`config.mk`:
```
export PLATFORM = sky130hd
export DESIGN_NAME = dmem_arbiter
export DESIGN_NICKNAME = d
export VERILOG_FILES = /design/src/rtl/dmem_arb_pkg.sv /design/src/rtl/dmem_arb_wait_ctr.sv /design/src/rtl/dmem_arbiter.sv
export SDC_FILE = /design/constraint.sdc
export NUM_CORES = 1
export LEC_CHECK = 0
export BUFFER_PORTS_ARGS = -buffer_cell sky130_fd_sc_hd__buf_2
export CELL_PAD_IN_SITES_DETAIL_PLACEMENT = 2
export CELL_PAD_IN_SITES_GLOBAL_PLACEMENT = 2
export CORE_MARGIN = 3
export CORE_UTILIZATION = 19
export CTS_BUF_LIST = sky130_fd_sc_hd__clkbuf_4 sky130_fd_sc_hd__clkbuf_8
export CTS_CLUSTER_DIAMETER = 50
export DETAILED_ROUTE_END_ITERATION = 6
export PLACE_DENSITY_LB_ADDON = 0.05
export SLEW_MARGIN = 10
export SYNTH_ARGS = -nofsm -noshare
export SYNTH_HDL_FRONTEND = slang
export SYNTH_SLANG_ARGS = --single-unit
export TNS_END_PERCENT = 1
```
`constraint.sdc`:
```
create_clock -name clock -period 2.1 [get_ports clock]
set_clock_uncertainty 0.1 [all_clocks]
set_input_delay 0.105 -clock clock [delete_from_list [all_inputs] [get_ports clock]]
set_output_delay 0.105 -clock clock [all_outputs]
set_load 0.05 [all_outputs]
```
`src/rtl/dmem_arb_pkg.sv`:
```
// Shared types and constants for the dmem arbiter: owner encoding,
// round-robin pointer values and default widths.
package dmem_arb_pkg;

    typedef enum logic [1:0] {
        OWN_NONE  = 2'd0,
        OWN_PROC  = 2'd1,
        OWN_VGA   = 2'd2,
        OWN_SERVO = 2'd3
    } owner_t;

    localparam logic RR_VGA   = 1'b0;
    localparam logic RR_SERVO = 1'b1;

    localparam int DEF_ADDR_W       = 12;
    localparam int DEF_DATA_W       = 32;
    localparam int DEF_STARVE_LIMIT = 64;

endpackage

```
`src/rtl/dmem_arb_wait_ctr.sv`:
```
// Saturating wait counter for one arbitrated client; limit_hit is high
// while the count sits at STARVE_LIMIT.
module dmem_arb_wait_ctr
    import dmem_arb_pkg::*;
#(
    parameter int STARVE_LIMIT = DEF_STARVE_LIMIT
) (
    input  logic clock,
    input  logic reset,
    input  logic req,
    input  logic gnt,
    output logic limit_hit
);

    localparam int CW = $clog2(STARVE_LIMIT) + 1;
    localparam logic [CW-1:0] LIMIT = CW'(STARVE_LIMIT);

    logic [CW-1:0] count;

    always_ff @(posedge clock) begin
        if (reset || !req || gnt) begin
            count <= '0;
        end else if (count != LIMIT) begin
            count <= count + 1'b1;
        end
    end

    assign limit_hit = (count == LIMIT);

endmodule

```
`src/rtl/dmem_arbiter.sv`:
```
// Single-port dmem arbiter: processor has absolute priority, VGA writes and
// servo reads share the remaining cycles round-robin with zero grant latency.
module dmem_arbiter
    import dmem_arb_pkg::*;
#(
    parameter int ADDR_W       = DEF_ADDR_W,
    parameter int DATA_W       = DEF_DATA_W,
    parameter int STARVE_LIMIT = DEF_STARVE_LIMIT
) (
    input  logic              clock,
    input  logic              reset,
    input  logic              proc_en,
    input  logic [ADDR_W-1:0] proc_addr,
    input  logic [DATA_W-1:0] proc_data,
    input  logic              proc_wren,
    input  logic              vga_req,
    input  logic [ADDR_W-1:0] vga_addr,
    input  logic [DATA_W-1:0] vga_wdata,
    output logic              vga_gnt,
    input  logic              servo_req,
    input  logic [ADDR_W-1:0] servo_addr,
    output logic              servo_gnt,
    output logic              servo_rvalid,
    output logic [DATA_W-1:0] servo_rdata,
    output logic [ADDR_W-1:0] mem_addr,
    output logic [DATA_W-1:0] mem_data,
    output logic              mem_wren,
    input  logic [DATA_W-1:0] mem_q,
    output logic              starve
);

    owner_t            owner;
    logic              rr_last;
    logic              pend_p1;
    logic [DATA_W-1:0] rdata_p1;
    logic              vga_hit;
    logic              servo_hit;
    logic              starve_q;

    always_comb begin
        owner = OWN_NONE;
        if (reset) begin
            owner = OWN_NONE;
        end else if (proc_en) begin
            owner = OWN_PROC;
        end else if (vga_req && servo_req) begin
            owner = (rr_last == RR_VGA) ? OWN_SERVO : OWN_VGA;
        end else if (vga_req) begin
            owner = OWN_VGA;
        end else if (servo_req) begin
            owner = OWN_SERVO;
        end
    end

    always_comb begin
        mem_addr = '0;
        mem_data = '0;
        mem_wren = 1'b0;
        case (owner)
            OWN_PROC: begin
                mem_addr = proc_addr;
                mem_data = proc_data;
                mem_wren = proc_wren;
            end
            OWN_VGA: begin
                mem_addr = vga_addr;
                mem_data = vga_wdata;
                mem_wren = 1'b1;
            end
            OWN_SERVO: begin
                mem_addr = servo_addr;
            end
            default: begin
            end
        endcase
    end

    assign vga_gnt   = (owner == OWN_VGA);
    assign servo_gnt = (owner == OWN_SERVO);

    // Pointer moves only on client grants; processor cycles leave it alone.
    always_ff @(posedge clock) begin
        if (reset) begin
            rr_last <= RR_SERVO;
        end else if (owner == OWN_VGA) begin
            rr_last <= RR_VGA;
        end else if (owner == OWN_SERVO) begin
            rr_last <= RR_SERVO;
        end
    end

    // Stage p1: dmem clocks on the falling edge, so mem_q already holds the
    // servo word at the rising edge that ends the grant cycle.
    always_ff @(posedge clock) begin
        if (reset) begin
            pend_p1  <= 1'b0;
            rdata_p1 <= '0;
        end else begin
            pend_p1 <= (owner == OWN_SERVO);
            if (owner == OWN_SERVO) begin
                rdata_p1 <= mem_q;
            end
        end
    end

    assign servo_rvalid = pend_p1 & ~reset;
    assign servo_rdata  = rdata_p1;

    dmem_arb_wait_ctr #(
        .STARVE_LIMIT(STARVE_LIMIT)
    ) u_vga_wait (
        .clock    (clock),
        .reset    (reset),
        .req      (vga_req),
        .gnt      (vga_gnt),
        .limit_hit(vga_hit)
    );

    dmem_arb_wait_ctr #(
        .STARVE_LIMIT(STARVE_LIMIT)
    ) u_servo_wait (
        .clock    (clock),
        .reset    (reset),
        .req      (servo_req),
        .gnt      (servo_gnt),
        .limit_hit(servo_hit)
    );

    always_ff @(posedge clock) begin
        if (reset) begin
            starve_q <= 1'b0;
        end else begin
            starve_q <= starve_q | vga_hit | servo_hit;
        end
    end

    assign starve = starve_q | vga_hit | servo_hit;

endmodule

```
==> results.ini <==
[outcome]
status = complete, but fails checks
violations = setup timing

[timing]
min_period_ns = 2.15
timing.final.crit_share = 1.02
fmax_mhz = 465
hold_ws_ns = 0.151
worst_slew_pin_slew_ns = 0.453
worst_slack_ns = -0.0504
hold_viol_final = 0
fin_setup_tns_ns = -0.213
slew_headroom = 0.694
drv_slew = 0
setup_viol = 21
rsz0062_at_grt = true

[clocking]
cts_setup_buffers = 0
cts_buffers = 5
h-tree-depth = 2
root_buffer = clkbuf_8
clkLatencyLatePin_ns = 0.31
cts.sinks = 49
cts_tree = yes
clk_pin_slew_ns = 0.10
cts_buffer_depth = 2

[placed_design]
place.gp.congestion = 0.757
hpwlAfterDp_um = 10100
placed_area_um2 = 4080
port-buffer-count = 218

[min_path]
hold_path_class = in -> reg

[floorplanning]
die_area_um2 = 15100
die_w_um = 123
die_y_um = 123
ios = 219
initial_core_util = 0.196
rows = 42
core_um2 = 13300

[setup_path]
crit_fanout = 16
start_kind = flip-flop
required_ns = 1.89
criticalPathCategory = reg -> out
cp.arrival_ns = 1.95
end_kind = primary output

[pwr]
netSwitchingFraction = 0.356
peakVddDrop_v = 0.000196
pwr-share-seq = 0.387
switching_power_mw = 0.883
p_total_mw = 2.48
p_int_mw = 1.60
power_density_nw_per_um2 = 491
power_frac_clock = 0.240
p_comb_frac = 0.373
total_leakage_power_nw = 2.18

[yosys]
netlist_area_um2 = 2600
syn_inst = 313
synth-seq-cells = 49
synth_xor_area_frac = 0.0202
synth_mux_area_frac = 0.127
syn-mean-instance-area_um2 = 8.31
synth_top_family_by_area = simple AND/OR/NAND/NOR gates
synth_compound_area_frac = 0.173
synth_nets = 461
ys_types = 29
synth-edff-count = 0
yosys_warnings = 0
synth_flop_cell = dfxtp_1
synth_fa_ha_area_frac = 0.0481
synthSimpleGateAreaFrac = 0.206
ys_seq_area_frac = 0.377
ys_async_sr_fraction = 0

[final_layout]
multi_input_area_um2 = 1840
drive_above_1_share = 0.591
final_nets = 707
diodes = 0
regArea_um2 = 985
nFillCells = 1489
utilization = 0.380
design_area_um2 = 5050
syn2layout_area_growth_pct = 94.2

[global_routing]
grt_first_pass_wirelength_um = 20000
grt-ovfl-total = 0
grt_max_degree = 38
grt.total_usage = 0.171
first_global_vias = 3820
antenna_found_initial = 3

[routing]
antenna_left = 0
dr.pass1.iters = 4
drt-total-wl_um = 13500
viasPerCell = 4.60
vias = 3388
drt_iter0_drc = 87
wl_per_cell_um = 18.3
drc = 0

[run]
cap_viol_max_count = 0

## registers in the layout (all words and copies together), names as in the netlist
| register | count |
|---|---|
| pend_p1 | 1 |
| rr_last | 1 |
| servo_rdata | 32 |
| starve_q | 1 |
| u_servo_wait.count | 7 |
| u_vga_wait.count | 7 |
## critical path, stage by stage, from the launching register on
cell and delay, ns:
dfxtp_2 0.34, nand2_2 0.07, a21oi_4 0.07, or2_4 0.25, buf_6 0.13, ha_4 0.18
buf_12 0.16, a22oi_2 0.21, nor2_2 0.07, buf_6 0.16
## Yosys cell counts (all sizes together), types with 2 or more instances
cell,number,area (um^2)
clkbuf,17,63.8
or3,5,31.3
buf,8,36.3
nand3,6,30.0
dfxtp,49,981
xnor2,2,17.5
inv,7,26.3
and2,2,12.5
nor2,82,315
a21oi,8,40.0
nor3,8,40.0
nor2b,3,18.8
nand2,9,33.8
a22oi,32,240
a222oi,12,120
o21ai,8,40.0
mux2i,33,330
ha,10,125
xor2,4,35.0
## placed cells by master (no fill, tap or decap), types with 8 or more instances in the layout
master | Yosys | layout
buf_6 | 0 | 44
nor3_1 | 8 | 8
o21ai_0 | 8 | 8
mux2i_1 | 33 | 33
nor2_2 | 0 | 45
dfxtp_1 | 49 | 46
nand2_1 | 9 | 8
nor2_1 | 81 | 35
buf_4 | 0 | 8
dlygate4sd3_1 | 0 | 32
a22oi_2 | 0 | 30
buf_2 | 5 | 172
a222oi_1 | 12 | 12
## routing by layer
metal,GRT usage,vias up,wire length (um)
met5,0,-,41
li1,-,1599,-
met4,0.0429,6,150
met1,0.183,1618,4990
met2,0.320,150,7120
met3,0.0586,15,1170
## metrics by stage
| stage | cells | setup slack, ns |
|---|---|---|
| floorplan | 313 | -0.119 |
| global placement | 695 | -0.0192 |
| detailed placement | 695 | -0.122 |
| CTS | 736 | -0.0898 |
| global route | 736 | -0.150 |
| finish | 736 | -0.0504 |
## cell type report
class,instances,share of cell area
inverter,7,0.00520
timing repair buffer,264,0.373
tap,176,0.0436
clock inverter,2,0.00272
multi-input combinational,232,0.364
sequential,49,0.195
clock buffer,6,0.0163
## logic make-up after synthesis
group           Yosys count
fa+ha+maj                10
compound gates           61
flops                    49
xor+xnor                  6
simple gates            122
mux                      33
buf+inv                  32
## timing repair
action / in CTS / in global routing
pin swaps: 7 / 10
resized for setup: 130 / 10
endpoints found under the hold margin: 32 / 0
cloned: 1 / 0
endpoints found under the setup margin: 52 / 47
hold buffers: 32 / 0
## worst paths after layout
check | from | to | slack, ns | depth (start not counted)
setup reg to reg | rr_last$_SDFFE_PP1P_ | u_vga_wait.count[1]$_SDFFE_PP0N_ | 0.28 | 9
hold reg to reg | starve_q$_SDFF_PP0_ | starve_q$_SDFF_PP0_ | 0.39 | 1
hold / removal | servo_req | u_servo_wait.count[5]$_SDFFE_PP0N_ | 0.15 | 3
setup / recovery | rr_last$_SDFFE_PP1P_ | mem_data[1] | -0.05 | 9
## power groups by stage
stage / clock, mW / sequential (mW) / combinational (mW)
after floorplan: 0 / 1.03 / 0.405
after global placement: 0 / 0.980 / 0.731
after detailed placement: 0 / 0.982 / 0.743
after CTS: 0.629 / 0.960 / 0.929
after global routing: 0.677 / 0.964 / 0.990
final: 0.595 / 0.961 / 0.926
Note: power is estimated with default switching activity, not from simulation.
